**src/rtl/key_io_responder_pkg.sv**
```systemverilog
// Shared definitions for the key I/O responder: bus addresses, KCTRL bit
// positions, debounce counter width and the register-select encoding.
package key_io_responder_pkg;

  localparam int unsigned NUM_KEYS = 4;
  localparam int unsigned DEB_CNT_W = 20;

  localparam logic [31:0] KEY_IO_ADDR_KDATA = 32'hF000_0010;
  localparam logic [31:0] KEY_IO_ADDR_KCTRL = 32'hF000_0110;

  localparam int unsigned KCTRL_READY_BIT = 0;
  localparam int unsigned KCTRL_OVERRUN_BIT = 2;
  localparam int unsigned KCTRL_IE_BIT = 8;

  // Which register, if any, the current bus address selects.
  typedef enum logic [1:0] {
    SEL_NONE  = 2'd0,
    SEL_KDATA = 2'd1,
    SEL_KCTRL = 2'd2
  } reg_sel_e;

endpackage : key_io_responder_pkg

```
**src/rtl/key_io_responder_debouncer.sv**
```systemverilog
// key_debouncer: 2-flop synchronizer, per-vector stability counter and
// stable key state (pressed = 1). 'change' pulses in the cycle whose
// closing edge loads a new stable value.
module key_debouncer
  import key_io_responder_pkg::*;
#(
  parameter int unsigned DEBOUNCE_CYCLES = 500000
) (
  input  logic                clk,
  input  logic                reset_n,
  input  logic [NUM_KEYS-1:0] key_n,
  output logic [NUM_KEYS-1:0] stable,
  output logic                change
);

  localparam logic [DEB_CNT_W-1:0] CNT_LIMIT = DEB_CNT_W'(DEBOUNCE_CYCLES);

  logic [NUM_KEYS-1:0]  meta_d, meta_q;
  logic [NUM_KEYS-1:0]  sync_d, sync_q;
  logic [NUM_KEYS-1:0]  stable_d, stable_q;
  logic [DEB_CNT_W-1:0] cnt_d, cnt_q;

  // Next-state logic: synchronizer shift, counter and stable-state commit.
  // The inversion sits in front of the first flop so that the cleared
  // synchronizer means "no key pressed" and matches the cleared stable
  // state; latency is the same as inverting after the second flop.
  always_comb begin
    // NOTE: every signal assigned here gets a default first, so no path
    // leaves one unassigned and no latch is inferred.
    meta_d   = ~key_n;
    sync_d   = meta_q;
    stable_d = stable_q;
    cnt_d    = '0;
    change   = 1'b0;
    if (sync_q != stable_q) begin
      if (cnt_q == CNT_LIMIT) begin
        stable_d = sync_q;
        change   = 1'b1;
      end else begin
        cnt_d = cnt_q + 1'b1;
      end
    end
  end

  // State registers with asynchronous clear.
  always_ff @(posedge clk or negedge reset_n) begin
    // NOTE: sequential state uses non-blocking assignments so every flop
    // samples the pre-edge values, independent of statement order.
    if (!reset_n) begin
      meta_q   <= '0;
      sync_q   <= '0;
      stable_q <= '0;
      cnt_q    <= '0;
    end else begin
      meta_q   <= meta_d;
      sync_q   <= sync_d;
      stable_q <= stable_d;
      cnt_q    <= cnt_d;
    end
  end

  assign stable = stable_q;

endmodule : key_debouncer

```
**src/rtl/key_io_responder.sv**
```systemverilog
// key_io_responder: memory-mapped responder for four debounced board keys.
// KDATA returns the stable key state; KCTRL holds ready/overrun/ie.
// Optional build macro KEY_IO_IRQ_EN enables the ie bit and the registered
// interrupt irq = ie & ready; without it irq is 0 and ie reads as 0.
module key_io_responder
  import key_io_responder_pkg::*;
#(
  parameter int unsigned          DBITS           = 32,
  parameter logic [DBITS-1:0]     ADDR_KDATA      = DBITS'(KEY_IO_ADDR_KDATA),
  parameter logic [DBITS-1:0]     ADDR_KCTRL      = DBITS'(KEY_IO_ADDR_KCTRL),
  parameter int unsigned          DEBOUNCE_CYCLES = 500000
) (
  input  logic                clk,
  input  logic                reset_n,
  input  logic [NUM_KEYS-1:0] KEY,
  input  logic [DBITS-1:0]    addr,
  input  logic                rd_en,
  input  logic                wr_en,
  input  logic [DBITS-1:0]    data_in,
  output logic [DBITS-1:0]    data_out,
  output logic                hit,
  output logic                irq
);

  reg_sel_e            sel;
  logic [NUM_KEYS-1:0] stable;
  logic                change;
  logic                kdata_rd;
  logic                kctrl_wr;
  logic                ready_d, ready_q;
  logic                overrun_d, overrun_q;
  logic                ie;

  key_debouncer #(
    .DEBOUNCE_CYCLES(DEBOUNCE_CYCLES)
  ) u_debouncer (
    .clk    (clk),
    .reset_n(reset_n),
    .key_n  (KEY),
    .stable (stable),
    .change (change)
  );

  // Address decode and combinational read mux (depends on addr only).
  always_comb begin
    sel      = SEL_NONE;
    data_out = '0;
    if (addr == ADDR_KDATA) begin
      sel      = SEL_KDATA;
      data_out = DBITS'(stable);
    end else if (addr == ADDR_KCTRL) begin
      sel                         = SEL_KCTRL;
      data_out[KCTRL_IE_BIT]      = ie;
      data_out[KCTRL_OVERRUN_BIT] = overrun_q;
      data_out[KCTRL_READY_BIT]   = ready_q;
    end
  end

  assign hit      = (sel != SEL_NONE);
  assign kdata_rd = rd_en && (sel == SEL_KDATA);
  assign kctrl_wr = wr_en && (sel == SEL_KCTRL);

  // Status update: a committing change wins over a KDATA read for ready,
  // and only a change the CPU has not yet consumed raises overrun.
  always_comb begin
    ready_d   = ready_q;
    overrun_d = overrun_q;
    if (kdata_rd) ready_d = 1'b0;
    if (change)   ready_d = 1'b1;
    if (kctrl_wr && !data_in[KCTRL_OVERRUN_BIT]) overrun_d = 1'b0;
    if (change && ready_q && !kdata_rd)          overrun_d = 1'b1;
  end

  // Status registers.
  always_ff @(posedge clk or negedge reset_n) begin
    if (!reset_n) begin
      ready_q   <= 1'b0;
      overrun_q <= 1'b0;
    end else begin
      ready_q   <= ready_d;
      overrun_q <= overrun_d;
    end
  end

`ifdef KEY_IO_IRQ_EN
  logic ie_d, ie_q;
  logic irq_d, irq_q;

  // Interrupt enable loads from KCTRL writes; irq follows ie & ready by one edge.
  always_comb begin
    ie_d  = kctrl_wr ? data_in[KCTRL_IE_BIT] : ie_q;
    irq_d = ie_q & ready_q;
  end

  // Interrupt registers.
  always_ff @(posedge clk or negedge reset_n) begin
    if (!reset_n) begin
      ie_q  <= 1'b0;
      irq_q <= 1'b0;
    end else begin
      ie_q  <= ie_d;
      irq_q <= irq_d;
    end
  end

  assign ie  = ie_q;
  assign irq = irq_q;
`else
  assign ie  = 1'b0;
  assign irq = 1'b0;
`endif

  // Write-data bits outside the decoded fields are intentionally ignored.
  logic unused_data_in;
  assign unused_data_in = ^data_in;

endmodule : key_io_responder

```
**config.mk**
```make
export PLATFORM = sky130hd
export DESIGN_NAME = key_io_responder
export DESIGN_NICKNAME = d
export VERILOG_FILES = /design/src/rtl/key_io_responder_pkg.sv /design/src/rtl/key_io_responder_debouncer.sv /design/src/rtl/key_io_responder.sv
export SDC_FILE = /design/constraint.sdc
export NUM_CORES = 1
export LEC_CHECK = 0
export ABC_AREA = 0
export BUFFER_PORTS_ARGS = -buffer_cell sky130_fd_sc_hd__buf_2
export CAP_MARGIN = 20
export CORE_MARGIN = 1
export CORE_UTILIZATION = 48
export CTS_BUF_LIST = sky130_fd_sc_hd__clkbuf_8 sky130_fd_sc_hd__clkbuf_16
export DETAILED_ROUTE_END_ITERATION = 12
export PLACE_DENSITY_LB_ADDON = 0.3
export SLEW_MARGIN = 10
export SYNTH_ARGS = -nofsm -noshare
export SYNTH_HDL_FRONTEND = slang
export SYNTH_SLANG_ARGS = --single-unit
```
**constraint.sdc**
```tcl
create_clock -name clk -period 5.5 [get_ports clk]
set_clock_uncertainty 0.2 [all_clocks]
set_input_delay 1.1 -clock clk [delete_from_list [all_inputs] [get_ports clk]]
set_output_delay 1.1 -clock clk [all_outputs]
set_load 0.01 [all_outputs]
```
Yosys cells after proc, flatten, opt, wreduce, memory -nomap -nowiden:

Cells that the tools add are included.
Widths: inputs -> output; s select.

* $add $sub $neg: 1
* equality and inequality tests: 6
* mux-type cells: 16
* bitwise operators: 1
* reduce and logical (&&, ||, !) cells: 11

Operators by type and width (count)
* $eq 32x32->1 const B: 2
* $mux 20: 2
* $add 20x1->20 const B: 1
* $eq 20x19->1 const B: 1
* $mux 1: 12
* $reduce_bool 2->1: 3
* $logic_and 1x1->1: 5
* $mux 2: 2
* $ne 4x4->1: 1
* $not 4->4: 1
* $eq 2x1->1 const B: 1
* $eq 2x2->1 const B: 1
* $logic_not 1->1: 2
* $reduce_and 2->1: 1

* flip-flop bits (word level): 34
* input port bits: 72
* output and inout bits: 34
* logic and storage cells: 41

Longest topological paths before layout:

* depth in word-level cells: 8
* mapped depth: 7
* mapped depth without buffers: 6

By module:

Synthesis repeated with hierarchy kept, for this count alone.

* cells, all modules: 200
* area total of the unflattened synthesis: 2023.2 um2

Modules (own cells, without submodules)
* key_debouncer: instances 1, cells an instance 141, area each 1541.5 um2
* key_io_responder: instances 1, cells an instance 59, area each 481.7 um2

Least setup slack after synthesis:

No wires, ideal clock.

* path kind: input -> output
* from: input addr[2]
* to: output data_out[1]
* arrival: 2202 ps
* data required time: 4200 ps
* slack: 1998 ps
* cell stages on the path: 4
* path through: nor4b_1 -> nand4_1 -> or2_2 -> nor3b_1

* word-level cells in the longest chain between the ends: 2

Ends and longest elaborated chain
* start, declared: line key_io_responder.sv:16 `input logic [DBITS-1:0] addr,`
* $eq 32x32->1: line key_io_responder.sv:48 `if (addr == ADDR_KDATA) begin`
* $mux 1: line key_io_responder.sv:48
* end, declared: line key_io_responder.sv:20 `output logic [DBITS-1:0] data_out,`

Every way passes these cells.

Worst setup path in the final report:

* from: input addr[9]
* to: output data_out[1]

The elaborated chain is that of the path after synthesis.

==> results_dict.tcl <==
set metrics [dict create \
    avgViaCountPerCell 4.944 \
    criticalPathCategory "in -> out" \
    synthAdderAreaFrac 0.01318 \
    critPathTopFamily "simple AND/OR/NAND/NOR gates" \
    cp_max_fo 5 \
    worst_pin_slew_ns 0.7144 \
    final_nets 313 \
    fmax_mhz 262.5 \
    drc 0 \
    start_util 0.5108 \
    clk_latency_ns 0.29 \
    hold_viol 0 \
    yosys.area_share.simple 0.2287 \
    ff2ff_setup_slack_ns 3.42 \
    finalPower_uw 659.3 \
    synth_top_area_share 0.4483 \
    maxCapViolCount 0 \
    area_growth_pct 15.23 \
    first_pass_iters 3 \
    max-vdd-ir-drop_mv 0.2235 \
    outcome "completed" \
    cp-end-kind "output port" \
    cts_hold_buffers 0 \
    ff_latch_area_um2 850.8 \
    synth-edff-count 0 \
    grt_first_pass_wirelength_mm 5.651 \
    synth.most_common_cell "dfrtp_1" \
    crit_slowest_cell "nor4b_1" \
    crit_path_start_kind "input pin" \
    setup_violations 0 \
    grt_pass1_vias 1283 \
    powerDensity_nw_per_um2 301.4 \
    fillers 332 \
    multi_input_area_um2 879.6 \
    synth_compound_area_frac 0.05142 \
    synth_ff_type "dfrtp_1" \
    synth_top_family_by_area "simple AND/OR/NAND/NOR gates" \
    rsz0062_at_grt "no" \
    dieWidth_um 64.89 \
    cpPeakStageDelay_ns 0.39 \
    rows 22 \
    vias 1424 \
    numCtsBuffers 5 \
    place_hpwl_mm 2.495 \
    grt_overflow_total 0 \
    netlist_top_cells_area "dfrtp_1, buf_4, xor2_1" \
    ys_types 35 \
    synthMuxAreaShare 0.03428 \
    port_buffers 45 \
    ctsHtreeMaxLevel 2 \
    worstPathCellList "buf_2 > nor4b_1 > nand4_1 > or2_2 > nor3b_1 > buf_2" \
    gp_congestion 0.7411 \
    die_h_um 64.89 \
    hold_path.class "reg -> reg" \
    ys_warn_count 0 \
    synth_xor_area_frac 0.07844 \
    clockBufferDepth 2 \
    synth_top_area_cell "dfrtp_1" \
    max-slew-margin-rel 0.5237 \
    routed_wl_mm 3.422 \
    drtIter0Drc 33 \
    wl_per_cell_um 11.88 \
    ys_seq_area_frac 0.4483 \
    grt_max_degree 35 \
    path_buf_inv 2 \
    p_leak_uw 0.001088 \
    synth_area_um2 1898 \
    clk_pin_slew_ns 0.07 \
    critPathMostFrequentCell "buf_2" \
    worstPathRequired_ns 4.20 \
    fin_crit_ns 3.809 \
    ios 106 \
    slew_violations 0 \
    finalSetupTns_ns 0 \
    syn_area_per_cell_um2 9.835 \
    grt_usage 0.1812 \
    layout-drive-gt1-share 0.2500 \
    synth_top_cells_by_count "dfrtp_1, buf_4, nor2_1" \
    drtAntennaViolNets 0 \
    antenna_found_initial 0 \
    diodes 0 \
    syn_inst 193 \
    cts_tree "built" \
    clock-root-buffer "clkbuf_8" \
    post_cts_buffers 0 \
    core_area_um2 3716 \
    numClockSinks 34 \
    arrival_ns 2.51 \
    cts_resized 0 \
    die-area_um2 4210 \
    ys_seq_elements 34 \
    async_flop_share 1.000 \
    timing.final.crit_share 0.6925 \
]
==> worst paths after layout <==
kind                                  startpoint                    end  cells after the start
setup / recovery                         addr[9]            data_out[1]                      6
hold / removal             u_debouncer.meta_q[2]  u_debouncer.sync_q[2]                      0
setup reg to reg            u_debouncer.cnt_q[0]   u_debouncer.cnt_q[5]                      6
hold reg to reg            u_debouncer.meta_q[2]  u_debouncer.sync_q[2]                      0
max in group asynchronous                reset_n  u_debouncer.cnt_q[10]                      1
min in group asynchronous                reset_n  u_debouncer.stable[3]                      1
==> layout make-up <==
type	instances	share of cell area
clock buffers	5	0.03146
clock inverters	3	0.03146
inverters	9	0.01545
multi-input cells	144	0.4022
flip-flops and latches	34	0.3890
well taps	48	0.02746
repair buffers	45	0.1030
==> flip-flops by register name, indices dropped and copies added, names as in the netlist <==
name                flops
u_debouncer.cnt_q      20
u_debouncer.meta_q      4
u_debouncer.stable      4
u_debouncer.sync_q      4
overrun_q               1
ready_q                 1
==> per-stage QoR <==
| step | std cells | cell area (µm²) | setup slack (ns) | util | hold slack (ns) |
|---|---|---|---|---|---|
| 2_1_floorplan | 221 | 2003 | 1.998 | - | 0.1312 |
| 3_3_place_gp | 280 | 2049 | 1.669 | 0.5515 | 0.1325 |
| 3_5_place_dp | 280 | 2049 | 1.640 | 0.5515 | 0.1362 |
| 4_1_cts | 288 | 2187 | 1.632 | 0.5886 | 0.1529 |
| 5_1_grt | 288 | 2187 | 1.599 | 0.5886 | 0.1594 |
| 6_report | 288 | 2187 | 1.691 | 0.5886 | 0.1521 |
==> where the power goes <==
group          internal [µW]  switching, µW  total, µW
registers                273           29.1        302
logic                   37.0           47.2       84.2
clock network            181           91.9        273
total                    491            168        659
==> per-layer routing <==
metal	global-route usage	wire, µm
met5	0	0
met2	0.3047	1671
met1	0.2077	1422
met3	0.05810	264
met4	0.08333	63
==> cells in the final DEF, fill, tap and decap left out, types with 6 or more instances in the layout <==
master,n
buf_2,45
inv_1,9
nor2_1,18
nand4_1,6
dfrtp_1,34
nand3_1,7
nand2_1,10
nor4_1,8
xor2_1,12
conb_1,29
==> cells by family (layout without fill, tap and decap cells) <==
logic type	Yosys count	in the layout
adder cells (fa/ha/maj)	2	2
XOR/XNOR	17	17
AO/OA/AOI/OAI	15	15
multiplexers	6	6
buffers and inverters	43	62
flip-flops	34	34
other	1	29
AND/OR/NAND/NOR	75	75
Power figures use the tool's default switching activity.
